[config.mk]
export PLATFORM = sky130hd
export DESIGN_NAME = store_narrow
export DESIGN_NICKNAME = d
export VERILOG_FILES = /design/src/rtl/store_narrow.sv
export SDC_FILE = /design/constraint.sdc
export NUM_CORES = 1
export LEC_CHECK = 0
export BUFFER_PORTS_ARGS = -buffer_cell sky130_fd_sc_hd__buf_4
export CAP_MARGIN = 20
export CORE_MARGIN = 10
export CORE_UTILIZATION = 55
export DETAILED_ROUTE_END_ITERATION = 16
export PLACE_DENSITY = 0.76
export SLEW_MARGIN = 0
export SYNTH_ARGS = -nofsm -noshare
export SYNTH_HDL_FRONTEND = slang
export SYNTH_SLANG_ARGS = --single-unit
[constraint.sdc]
create_clock -name clk -period 16.5 [get_ports clk]
set_input_delay 4.125 -clock clk [delete_from_list [all_inputs] [get_ports clk]]
set_output_delay 4.125 -clock clk [all_outputs]
set_load 0.01 [all_outputs]
[src/rtl/store_narrow.sv]
// Store narrowing unit: encodes sw/sh/sb requests into word address, byte enables and
// lane-replicated data, buffered in a DEPTH-entry FIFO. Define ST_ALIGN_CHK_EN to drop misaligned sw/sh.
module store_narrow #(
  parameter int DEPTH = 4
) (
  input  logic                   clk,
  input  logic                   reset,
  input  logic                   s_valid,
  output logic                   s_ready,
  input  logic [31:0]            s_addr,
  input  logic [31:0]            s_wdata,
  input  logic [1:0]             s_op,
  output logic                   m_valid,
  input  logic                   m_ready,
  output logic [31:0]            m_addr,
  output logic [3:0]             m_byteen,
  output logic [31:0]            m_wdata,
  output logic                   err,
  output logic [31:0]            err_addr,
  output logic [$clog2(DEPTH):0] count
);

  localparam int PW = $clog2(DEPTH);
  localparam int CW = PW + 1;

  logic [31:0]   fifo_addr_q [DEPTH];
  logic [3:0]    fifo_be_q   [DEPTH];
  logic [31:0]   fifo_wd_q   [DEPTH];
  logic [PW-1:0] wr_ptr_q, wr_ptr_d;
  logic [PW-1:0] rd_ptr_q, rd_ptr_d;
  logic [CW-1:0] count_q, count_d;
  logic          err_q, err_d;
  logic [31:0]   err_addr_q, err_addr_d;
  logic          accept, misalign, drop, push, pop;

  function automatic logic [3:0] enc_byteen(input logic [1:0] op, input logic [1:0] a);
    case (op)
      2'b00:   return 4'b1111;
      2'b01:   return a[1] ? 4'b1100 : 4'b0011;
      2'b10:   return 4'b0001 << a;
      default: return 4'b0000;
    endcase
  endfunction

  function automatic logic [31:0] enc_wdata(input logic [1:0] op, input logic [31:0] d);
    case (op)
      2'b00:   return d;
      2'b01:   return {2{d[15:0]}};
      2'b10:   return {4{d[7:0]}};
      default: return 32'h0;
    endcase
  endfunction

  assign s_ready = (count_q != CW'(DEPTH));
  assign m_valid = (count_q != '0);

  always_comb begin
    accept = s_valid && s_ready;
`ifdef ST_ALIGN_CHK_EN
    misalign = ((s_op == 2'b00) && (s_addr[1:0] != 2'b00)) ||
               ((s_op == 2'b01) && s_addr[0]);
`else
    misalign = 1'b0;
`endif
    drop       = accept && ((s_op == 2'b11) || misalign);
    push       = accept && !drop;
    pop        = m_valid && m_ready;
    wr_ptr_d   = push ? wr_ptr_q + PW'(1) : wr_ptr_q;
    rd_ptr_d   = pop  ? rd_ptr_q + PW'(1) : rd_ptr_q;
    count_d    = count_q + CW'(push) - CW'(pop);
    err_d      = drop;
    err_addr_d = drop ? s_addr : err_addr_q;
  end

  always_ff @(posedge clk or posedge reset) begin
    if (reset) begin
      wr_ptr_q   <= '0;
      rd_ptr_q   <= '0;
      count_q    <= '0;
      err_q      <= 1'b0;
      err_addr_q <= '0;
    end else begin
      wr_ptr_q   <= wr_ptr_d;
      rd_ptr_q   <= rd_ptr_d;
      count_q    <= count_d;
      err_q      <= err_d;
      err_addr_q <= err_addr_d;
    end
  end

  // Encoding happens once at accept; the FIFO holds the final memory-side fields.
  always_ff @(posedge clk or posedge reset) begin
    if (reset) begin
      for (int i = 0; i < DEPTH; i++) begin
        fifo_addr_q[i] <= '0;
        fifo_be_q[i]   <= '0;
        fifo_wd_q[i]   <= '0;
      end
    end else if (push) begin
      fifo_addr_q[wr_ptr_q] <= {s_addr[31:2], 2'b00};
      fifo_be_q[wr_ptr_q]   <= enc_byteen(s_op, s_addr[1:0]);
      fifo_wd_q[wr_ptr_q]   <= enc_wdata(s_op, s_wdata);
    end
  end

  assign m_addr   = m_valid ? fifo_addr_q[rd_ptr_q] : '0;
  assign m_byteen = m_valid ? fifo_be_q[rd_ptr_q]   : '0;
  assign m_wdata  = m_valid ? fifo_wd_q[rd_ptr_q]   : '0;
  assign err      = err_q;
  assign err_addr = err_addr_q;
  assign count    = count_q;

endmodule
==> results of run 1 <==
## cell usage after synthesis, types with 4 or more instances
cell type,n,area [um^2]
dfrtp_1,304,7607
mux4_2,66,1486
a22o_1,8,70.07
mux2i_1,16,160.2
buf_2,27,135.1
buf_6,14,157.7
nand3b_1,6,45.04
a21boi_1,4,30.03
o2bb2ai_1,8,70.07
ha_1,6,75.07
a31oi_1,16,100.1
clkbuf_1,13,48.80
and2_1,67,419.2
buf_4,8,60.06
buf_1,4,15.01
o21ai_0,9,45.04
mux2_4,82,1231
xnor2_1,4,35.03
mux2_2,207,2331
inv_1,8,30.03
## power by group
group,switching (mW),internal [mW]
registers,0.239,1.11
logic,0.585,0.982
clock network,0.292,0.436
## flip-flops by register name (all words and copies together), names as in the netlist
register	count
fifo_wd_q	128
fifo_be_q	16
wr_ptr_q	2
rd_ptr_q	2
count	3
fifo_addr_q	120
err	1
err_addr	32
## area by class of cell
| cell class | instances | share of cell area [%] |
|---|---|---|
| flip-flops and latches | 304 | 45.10 |
| multi-input cells | 530 | 37.50 |
| repair buffers | 184 | 8.299 |
| clock buffers | 49 | 5.913 |
| well taps | 335 | 2.482 |
| clock inverters | 10 | 0.4817 |
| inverters | 8 | 0.2223 |
## metal layers
metal | routed length [um] | share of wire, % | vias up | global-route usage, %
li1 | - | - | 3643 | -
met1 | 14170 | 44 | 4403 | 25.96
met2 | 15630 | 49 | 194 | 31.36
met3 | 1811 | 5.6 | 44 | 4.354
met4 | 562 | 1.7 | 0 | 4.653
met5 | 0 | 0 | - | 0
## path summary, 6_finish.rpt
kind                            slack (ps)                         to  cells after the start
worst max-delay path                  9320                m_wdata[19]                      4
worst min-delay path                   500  fifo_wd_q[34]$_DFFE_PP0P_                      1
worst max register to register       13570         count[2]$_DFF_PP0_                     10
worst min register to register         500  fifo_wd_q[34]$_DFFE_PP0P_                      1
max in group asynchronous            11290  fifo_wd_q[90]$_DFFE_PP0P_                      3
min in group asynchronous             3750  fifo_wd_q[33]$_DFFE_PP0P_                      2
## kinds of logic after synthesis
| kind of cell | share of synthesized area (%) |
|---|---|
| AND/OR/NAND/NOR | 4.309 |
| AO/OA/AOI/OAI | 2.437 |
| other | 0.02609 |
| flip-flops | 52.92 |
| buffers and inverters | 3.107 |
| XOR/XNOR | 0.3046 |
| adder cells (fa/ha/maj) | 0.6615 |
| multiplexers | 36.23 |
## through the flow
stage	hold slack (ps)	util (%)	setup slack, ps	total power, mW
global route	510.3	65.16	9098	3.864
CTS	501.8	65.06	9227	3.693
floorplan	473.9	-	3972	2.377
global placement	481.6	60.89	9784	2.900
finish	499.1	65.16	9323	3.640
detailed placement	488.3	60.89	9759	2.945
==> run_results.csv, run 1 <==
group,metric,value,unit
clock_network,clock-root-buffer,"clkbuf_16",
worst_setup_path,critPathCaptureType,"output port",
worst_setup_path,start_kind,"register",
pwr,p_per_area,215.6,nW/um^2
timing,period_minus_slack,7177,ps
synth,synth-edff-count,0,
clock_network,post_cts_buffers,0,
detailed_routing,viasPerCell,5.834,
synth,syn_area_per_cell,15.85,um^2
timing,hold_viol,0,
cells_and_area,fin_nets,1139,
synth,yosysSeqAreaShare,52.92,%
detailed_routing,ant_nets,0,
worst_setup_path,crit_buf_inv,2,
worst_setup_path,crit_required,12380,ps
detailed_routing,wl_per_cell,22.66,um
timing,finalCritPeriodShare,43.49,%
synth,synthFlopType,"dfrtp_1",
cells_and_area,multi_input_area,6332,um^2
timing,tightest_slew,1125,ps
global_routing,grt-ovfl-total,0,
worst_setup_path,crit_type,"register to output port",
placement,hpwl,20140,um
clock_network,cts_tree,"built",
cells_and_area,layout-drive-gt1-share,55.67,%
worst_setup_path,slowest_delay,830,ps
timing,drv_slew,0,
timing,rsz0062_at_grt,"false",
pwr,leakagePower,7.557,nW
worst_setup_path,critPathSlowestCell,"buf_4",
clock_network,clock-sinks,304,
global_routing,grt_max_degree,105,
global_routing,grt_usage,19.34,%
synth,ys_warn_count,0,
synth,post_synth_num_cell_types,38,
timing,finalSetupViolations,0,
detailed_routing,routed-via-count,8284,
clock_network,worstSkewPairLatency,500,ps
clock_network,cts_resized,0,
clock_network,path_clk_slew,60,ps
timing,max_freq,139.3,MHz
worst_setup_path,crit_arrival,3050,ps
status,outcome,"complete, no violations",
synth,syn-instance-count,907,
placement,port-buffer-count,173,
floorplanning,ios,176,
worst_hold_path,min_from,"fifo_wd_q[34]$_DFFE_PP0P_",
synth,ys_ff_latch,304,
worst_setup_path,crit_fanout,45,
clock_network,postCtsHoldBufs,0,
global_routing,grt_pass1_vias,9072,
worst_setup_path,startpoint,"rd_ptr_q[0]$_DFFE_PP0P_",
cells_and_area,final_cell_mix,"dfrtp_1, mux2_2, buf_4, mux2_4, and2_1",
detailed_routing,drt_wl_total,32170,um
cells_and_area,num-fill-cells,1896,
detailed_routing,drc,0,
synth,async_flop_share,100.0,%
placement,placed_cells,1360,
worst_setup_path,path_cells,"buf_4 > mux4_2 > and2_1 > buf_4",
clock_network,cts-htree-levels,2,
worst_setup_path,path_delay_family,"buffers and inverters",
cells_and_area,final-instance-count-excl-fill,1420,
clock_network,cts_max_path_buffers,3,
global_routing,grt_pass1_wl,51580,um
pwr,peakVddDrop,0.1765,mV
cells_and_area,area_delta_synth_final,17.46,%
cells_and_area,design_area,16880,um^2
worst_hold_path,hold_class,"register to register",
cells_and_area,final_common_cell,"dfrtp_1",
job,max-cap-violations,0,
timing,slew_headroom,25.01,%
detailed_routing,firstDrtPassIters,4,
cells_and_area,area.sequential,7615,um^2
floorplanning,initial_core_util,55.48,%
synth,synthesis.area,14380,um^2
floorplanning,rows,59,
floorplanning,die_w,181.7,um
clock_network,numCtsBuffers,34,
placement,gp_congestion,0.7835,
cells_and_area,diodes,0,
worst_setup_path,cp_common_cell,"buf_4",
detailed_routing,dr.first_iter.drc_count,541,
timing,fin_worst_skew,17.18,ps
floorplanning,dieArea,33000,um^2
placement,place_area,15780,um^2
floorplanning,core_region_area,25910,um^2
timing,finalSetupTns,0,ps
floorplanning,fp.dieH,181.7,um
global_routing,grt_antenna_before_repair,0,
worst_setup_path,reg2reg_from,"count[1]$_DFF_PP0_",
Note: power is estimated with default switching activity, not from simulation.
==> inputs of run 2 (changes only) <==
Clock period 16.5 ns to 7.11 ns, I/O delays scaled along.
==> run 2 against run 1 <==
- sequential cell count did not move
- utilization rose by 0.27 points
- die area did not move
- combinational power rose by 130%
- sequential power rose by 140%
- critical endpoint unchanged
- largest cell class unchanged
==> run_results.csv, run 2 (synthesis gave the netlist of run 1 again) <==
group,metric,value,unit
worst_setup_path,reg2reg_from,"count[1]$_DFF_PP0_",
clock_network,numCtsBuffers,34,
worst_hold_path,min_from,"fifo_wd_q[1]$_DFFE_PP0P_",
clock_network,postCtsHoldBufs,0,
worst_hold_path,min_path_cells,1,
clock_network,cts-htree-levels,2,
global_routing,grt_max_degree,184,
floorplanning,ios,176,
worst_setup_path,crit_fanout,48,
floorplanning,rows,59,
timing,drv_slew,0,
pwr,total_power,8.572,mW
cells_and_area,area.sequential,7615,um^2
worst_setup_path,start_kind,"register",
timing,tightest_slew,1123,ps
timing,hold_slack,498.9,ps
timing,slew_headroom,25.14,%
detailed_routing,viasPerCell,5.804,
global_routing,grt_usage,19.72,%
worst_setup_path,r2r_cells,10,
worst_setup_path,cp_common_cell,"buf_4",
detailed_routing,routed-via-count,8242,
detailed_routing,drc,0,
cells_and_area,layout-drive-gt1-share,55.76,%
timing,fin_worst_skew,21.99,ps
placement,gp_congestion,0.8072,
cells_and_area,design_area,16950,um^2
detailed_routing,dr.first_iter.drc_count,494,
floorplanning,core_region_area,25910,um^2
global_routing,grt_pass1_vias,9306,
placement,port-buffer-count,173,
job,max-cap-violations,0,
cells_and_area,final_common_cell,"dfrtp_1",
detailed_routing,ant_nets,0,
timing,period_minus_slack,4793,ps
cells_and_area,diodes,0,
worst_setup_path,critPathSlowestCell,"dfrtp_4",
worst_hold_path,hold_class,"register to register",
timing,rsz0062_at_grt,"false",
status,outcome,"complete, no violations",
cells_and_area,final_cell_mix,"dfrtp_1, mux2_2, buf_4, mux2_4, and2_1",
global_routing,grt_antenna_before_repair,1,
timing,hold_viol,0,
worst_setup_path,crit_arrival,3020,ps
worst_setup_path,crit_required,5330,ps
cells_and_area,fin_nets,1138,
clock_network,worstSkewPairLatency,500,ps
timing,max_freq,208.6,MHz
clock_network,clock-sinks,304,
worst_setup_path,path_cells,"buf_4 > mux4_2 > and2_1 > buf_4",
timing,finalSetupTns,0,ps
worst_setup_path,slowest_delay,1110,ps
clock_network,clock-root-buffer,"clkbuf_16",
global_routing,grt-ovfl-total,0,
cells_and_area,num-fill-cells,1873,
clock_network,path_clk_slew,50,ps
floorplanning,die_w,181.7,um
clock_network,cts_max_path_buffers,3,
cells_and_area,multi_input_area,6332,um^2
worst_setup_path,r2r_end,"count[2]$_DFF_PP0_",
cells_and_area,largest-register,"fifo_wd_q",
clock_network,cts_tree,"built",
worst_setup_path,reg2reg_setup_slack,4000,ps
timing,finalSetupViolations,0,
detailed_routing,drt_wl_total,32330,um
pwr,p_per_area,505.6,nW/um^2
worst_setup_path,crit_type,"register to output port",
floorplanning,initial_core_util,55.48,%
cells_and_area,area_delta_synth_final,17.94,%
timing,finalCritPeriodShare,67.41,%
pwr,peakVddDrop,0.3618,mV
clock_network,cts_resized,0,
cells_and_area,largest_reg_flops,128,
global_routing,grt_pass1_wl,52880,um
placement,place_area,15790,um^2
worst_hold_path,hold_end,"fifo_wd_q[1]$_DFFE_PP0P_",
detailed_routing,firstDrtPassIters,4,
detailed_routing,wl_per_cell,22.77,um
clock_network,post_cts_buffers,0,
worst_setup_path,critPathCaptureType,"output port",
pwr,leakagePower,7.582,nW
floorplanning,fp.dieH,181.7,um
placement,hpwl,21010,um
floorplanning,dieArea,33000,um^2
==> run 2: cell types whose count changed in the layout (fill, tap and decap cells not counted) <==
cell	previous run	this run
bufinv_16	1	4
clkinv_2	7	5
buf_12	0	1
buf_16	1	0
buf_4	183	182
clkbuf_1	7	6
clkinvlp_4	1	2
==> run 2: routing by layer <==
layer / track usage (%) / up-vias / share of wire, %
met5: 0 / - / 0.062
met4: 4.653 / 2 / 2.0
li1: - / 3630 / -
met3: 5.070 / 50 / 6.4
met2: 32.51 / 207 / 49
met1: 25.64 / 4353 / 43
==> run 2: cell type report <==
class                           instances  area share, %
Clock inverter                         12          1.018
Timing Repair Buffer                  183          8.177
Sequential cell                       304          44.92
Multi-Input combinational cell        530          37.35
Tap cell                              335          2.472
Clock buffer                           48          5.867
Inverter                                8         0.1993
==> run 2: worst max-delay path by stage <==
stage,from,to,slack (ps),cells past startpoint
after floorplan,reset,count[0]$_DFF_PP0_,1290,1
after global placement,rd_ptr_q[0]$_DFFE_PP0P_,m_wdata[19],2780,4
after detailed placement,rd_ptr_q[0]$_DFFE_PP0P_,m_wdata[19],2750,4
after CTS,rd_ptr_q[0]$_DFFE_PP0P_,m_wdata[19],2220,4
after global routing,rd_ptr_q[0]$_DFFE_PP0P_,m_wdata[18],2080,4
final,rd_ptr_q[0]$_DFFE_PP0P_,m_wdata[19],2320,4
==> run 2: power breakdown <==
group | switching, mW | total [mW] | internal [mW]
logic | 1.30 | 3.58 | 2.28
clock network | 0.687 | 1.81 | 1.12
registers | 0.614 | 3.18 | 2.57
total | 2.61 | 8.57 | 5.97
==> run 2: worst max-delay path, delay by kind of cell (launching register included) <==
family	cells	cell delay [ps]
mux	1	570
flops	1	1110
simple gates	1	180
buf+inv	2	660
==> run 2: per-stage QoR <==
step	cells	utilization (%)	setup slack, ps
CTS	1420	65.43	2221
detailed placement	1360	60.93	2746
global placement	1360	60.93	2777
finish	1420	65.43	2317
floorplan	908	-	1290
global route	1420	65.43	2079
==> inputs of run 3 (changes only) <==
Settings changed: ABC_AREA set to 1, CORE_UTILIZATION 55 to 53, PLACE_DENSITY 0.76 to 0.77.
Clock period 7.11 ns to 4.33 ns, I/O delays scaled along.
==> run 3 against run 2 <==
- first-iteration DRC count grew to 2.9 times the previous value
- clock skew shrank 5.2 ps
- utilization decreased by 1.2 points
- wire length is 37% higher
- worst hold slack lost 28 ps
- synthesized cell count up 110%
- clock-buffer cell count increased by 7
- die area increased by 2.5%
- critical path depth grew 2
==> run_results.csv, run 3 <==
group,metric,value,unit
synth,netlist.area_leader.share,53.44,%
placement,place_area,15770,um^2
cells_and_area,largest_reg_flops,128,
floorplanning,rows,59,
worst_setup_path,r2r_end,"fifo_addr_q[78]$_DFFE_PP0P_",
timing,worst_slack,760.0,ps
cells_and_area,area_delta_synth_final,18.54,%
worst_setup_path,crit_fanout,75,
pwr,peakVddDrop,0.5827,mV
cells_and_area,final_common_cell,"nand2_1",
synth,yosysSeqAreaShare,53.44,%
worst_setup_path,critPathCaptureType,"output port",
worst_hold_path,min_path_cells,2,
synth,synth_common_cells,"nand2_1, dfrtp_1, nor2_1",
synth,syn_area_per_cell,7.453,um^2
detailed_routing,ant_nets,0,
status,outcome,"complete, no violations",
clock_network,clock-root-buffer,"clkbuf_16",
worst_setup_path,reg2reg_from,"count[1]$_DFF_PP0_",
timing,fin_worst_skew,16.78,ps
synth,synthesis.area,14240,um^2
cells_and_area,design_area,16870,um^2
synth,ys_warn_count,0,
timing,hold_viol,0,
timing,drv_slew,0,
floorplanning,initial_core_util,54.17,%
placement,hpwl,26710,um
cells_and_area,diodes,0,
placement,dp_slack,1045,ps
synth,synth-edff-count,0,
global_routing,grt_usage,25.85,%
cells_and_area,largest-register,"fifo_wd_q",
pwr,leakagePower,9.003,nW
cells_and_area,final-instance-count-excl-fill,2388,
timing,rsz0062_at_grt,"false",
worst_setup_path,crit_type,"register to output port",
placement,port-buffer-count,173,
placement,gp_congestion,0.9103,
synth,async_flop_share,100.0,%
clock_network,cts_max_path_buffers,3,
timing,finalSetupViolations,0,
global_routing,grt-ovfl-total,0,
worst_setup_path,reg2reg_setup_slack,2130,ps
worst_hold_path,min_from,"fifo_wd_q[95]$_DFFE_PP0P_",
timing,max_freq,280.1,MHz
clock_network,cts_resized,0,
worst_hold_path,hold_class,"register to register",
clock_network,numCtsBuffers,34,
detailed_routing,drc,0,
synth,synthFlopType,"dfrtp_1",
worst_hold_path,hold_end,"fifo_wd_q[95]$_DFFE_PP0P_",
floorplanning,core_region_area,26280,um^2
detailed_routing,viasPerCell,5.577,
global_routing,grt_max_degree,76,
placement,placed_cells,2330,
pwr,total_power,13.74,mW
floorplanning,fp.dieH,183.9,um
cells_and_area,fin_nets,2108,
detailed_routing,routed-via-count,13320,
worst_setup_path,start_kind,"register",
synth,yosysMostFrequentCell,"nand2_1",
timing,hold_slack,471.3,ps
synth,ys_top_cells_by_area,"dfrtp_1, nand2_1, nor2_1, o21ai_0, a21oi_1",
detailed_routing,firstDrtPassIters,5,
floorplanning,die_w,183.9,um
global_routing,grt_pass1_vias,13130,
worst_setup_path,r2r_cells,7,
job,max-cap-violations,0,
global_routing,grt_pass1_wl,71100,um
clock_network,cts-htree-levels,2,
cells_and_area,final_cell_mix,"nand2_1, dfrtp_1, nor2_1, buf_4, o21ai_0",
cells_and_area,area.sequential,7612,um^2
synth,yosysTopAreaCell,"dfrtp_1",
detailed_routing,wl_per_cell,18.48,um
cells_and_area,multi_input_area,5974,um^2
timing,period_minus_slack,3570,ps
cells_and_area,num-fill-cells,2249,
timing,slew_headroom,36.27,%
clock_network,post_cts_buffers,0,
floorplanning,ios,176,
cells_and_area,layout-drive-gt1-share,13.10,%
clock_network,path_clk_slew,60,ps
clock_network,clock-sinks,304,
worst_setup_path,crit_arrival,2490,ps
synth,post_synth_num_cell_types,23,
timing,tightest_slew,956.0,ps
global_routing,grt_antenna_before_repair,0,
clock_network,postCtsHoldBufs,0,
detailed_routing,dr.first_iter.drc_count,1408,
worst_setup_path,crit_required,3250,ps
clock_network,cts_tree,"built",
detailed_routing,drt_wl_total,44140,um
synth,syn-instance-count,1910,
pwr,p_per_area,814.4,nW/um^2
timing,finalCritPeriodShare,82.45,%
synth,ys_ff_latch,304,
floorplanning,dieArea,33820,um^2
clock_network,worstSkewPairLatency,500,ps
==> run 3: worst max-delay path, cell delays in order (launching register included) <==
cell and delay (ps):
dfrtp_4 430, buf_4 710, nor2_1 120, nor2_1 120, o21ai_0 110, a21oi_1 300, buf_4 190
==> run 3: cell type report <==
type	instances	area share (%)
sequential	304	45.11
multi-input combinational	1465	35.40
timing repair buffer	206	9.980
clock buffer	55	6.288
tap	335	2.484
inverter	20	0.4745
clock inverter	3	0.2595
==> run 3: cells by family (layout without fill, tap and decap cells) <==
kind of cell	after synthesis	count (layout)	share of synthesized area (%)
and+or+nand+nor	1215	1215	32.51
DFF	304	304	53.44
AOI/OAI and AO/OA	237	237	8.332
buffers and inverters	142	284	4.781
adders and majority gates	7	7	0.6679
xor gates and xnor gates	4	4	0.2461
other	1	2	0.02634
==> run 3: metrics by stage <==
step	TNS (ps)	util, %
after CTS	0	64.21
after global routing	0	64.21
final	0	64.21
after detailed placement	0	60.01
after floorplan	-241830	-
after global placement	0	60.01
==> run 3: power by group <==
| group | switching [mW] | internal (mW) |
|---|---|---|
| logic | 3.74 | 2.38 |
| registers | 0.676 | 4.11 |
| clock network | 1.11 | 1.73 |
| total | 5.53 | 8.21 |
==> run 3: routing by layer <==
metal  part of all wire, %  GRT usage [%]
met1                    40          34.13
met2                    48          42.42
met3                   9.3          4.822
met4                   2.4          7.702
met5                     0              0
==> run 3: worst max-delay path by stage <==
| stage | startpoint | end | slack [ps] | depth (start not counted) |
|---|---|---|---|---|
| final | rd_ptr_q[0]$_DFFE_PP0P_ | m_addr[28] | 760 | 6 |
| after floorplan | reset | count[0]$_DFF_PP0_ | -800 | 1 |
| after CTS | rd_ptr_q[0]$_DFFE_PP0P_ | m_addr[28] | 770 | 6 |
| after global placement | s_op[1] | count[1]$_DFF_PP0_ | 1090 | 9 |
| after global routing | rd_ptr_q[0]$_DFFE_PP0P_ | m_wdata[30] | 660 | 6 |
| after detailed placement | s_op[1] | fifo_addr_q[78]$_DFFE_PP0P_ | 1040 | 7 |
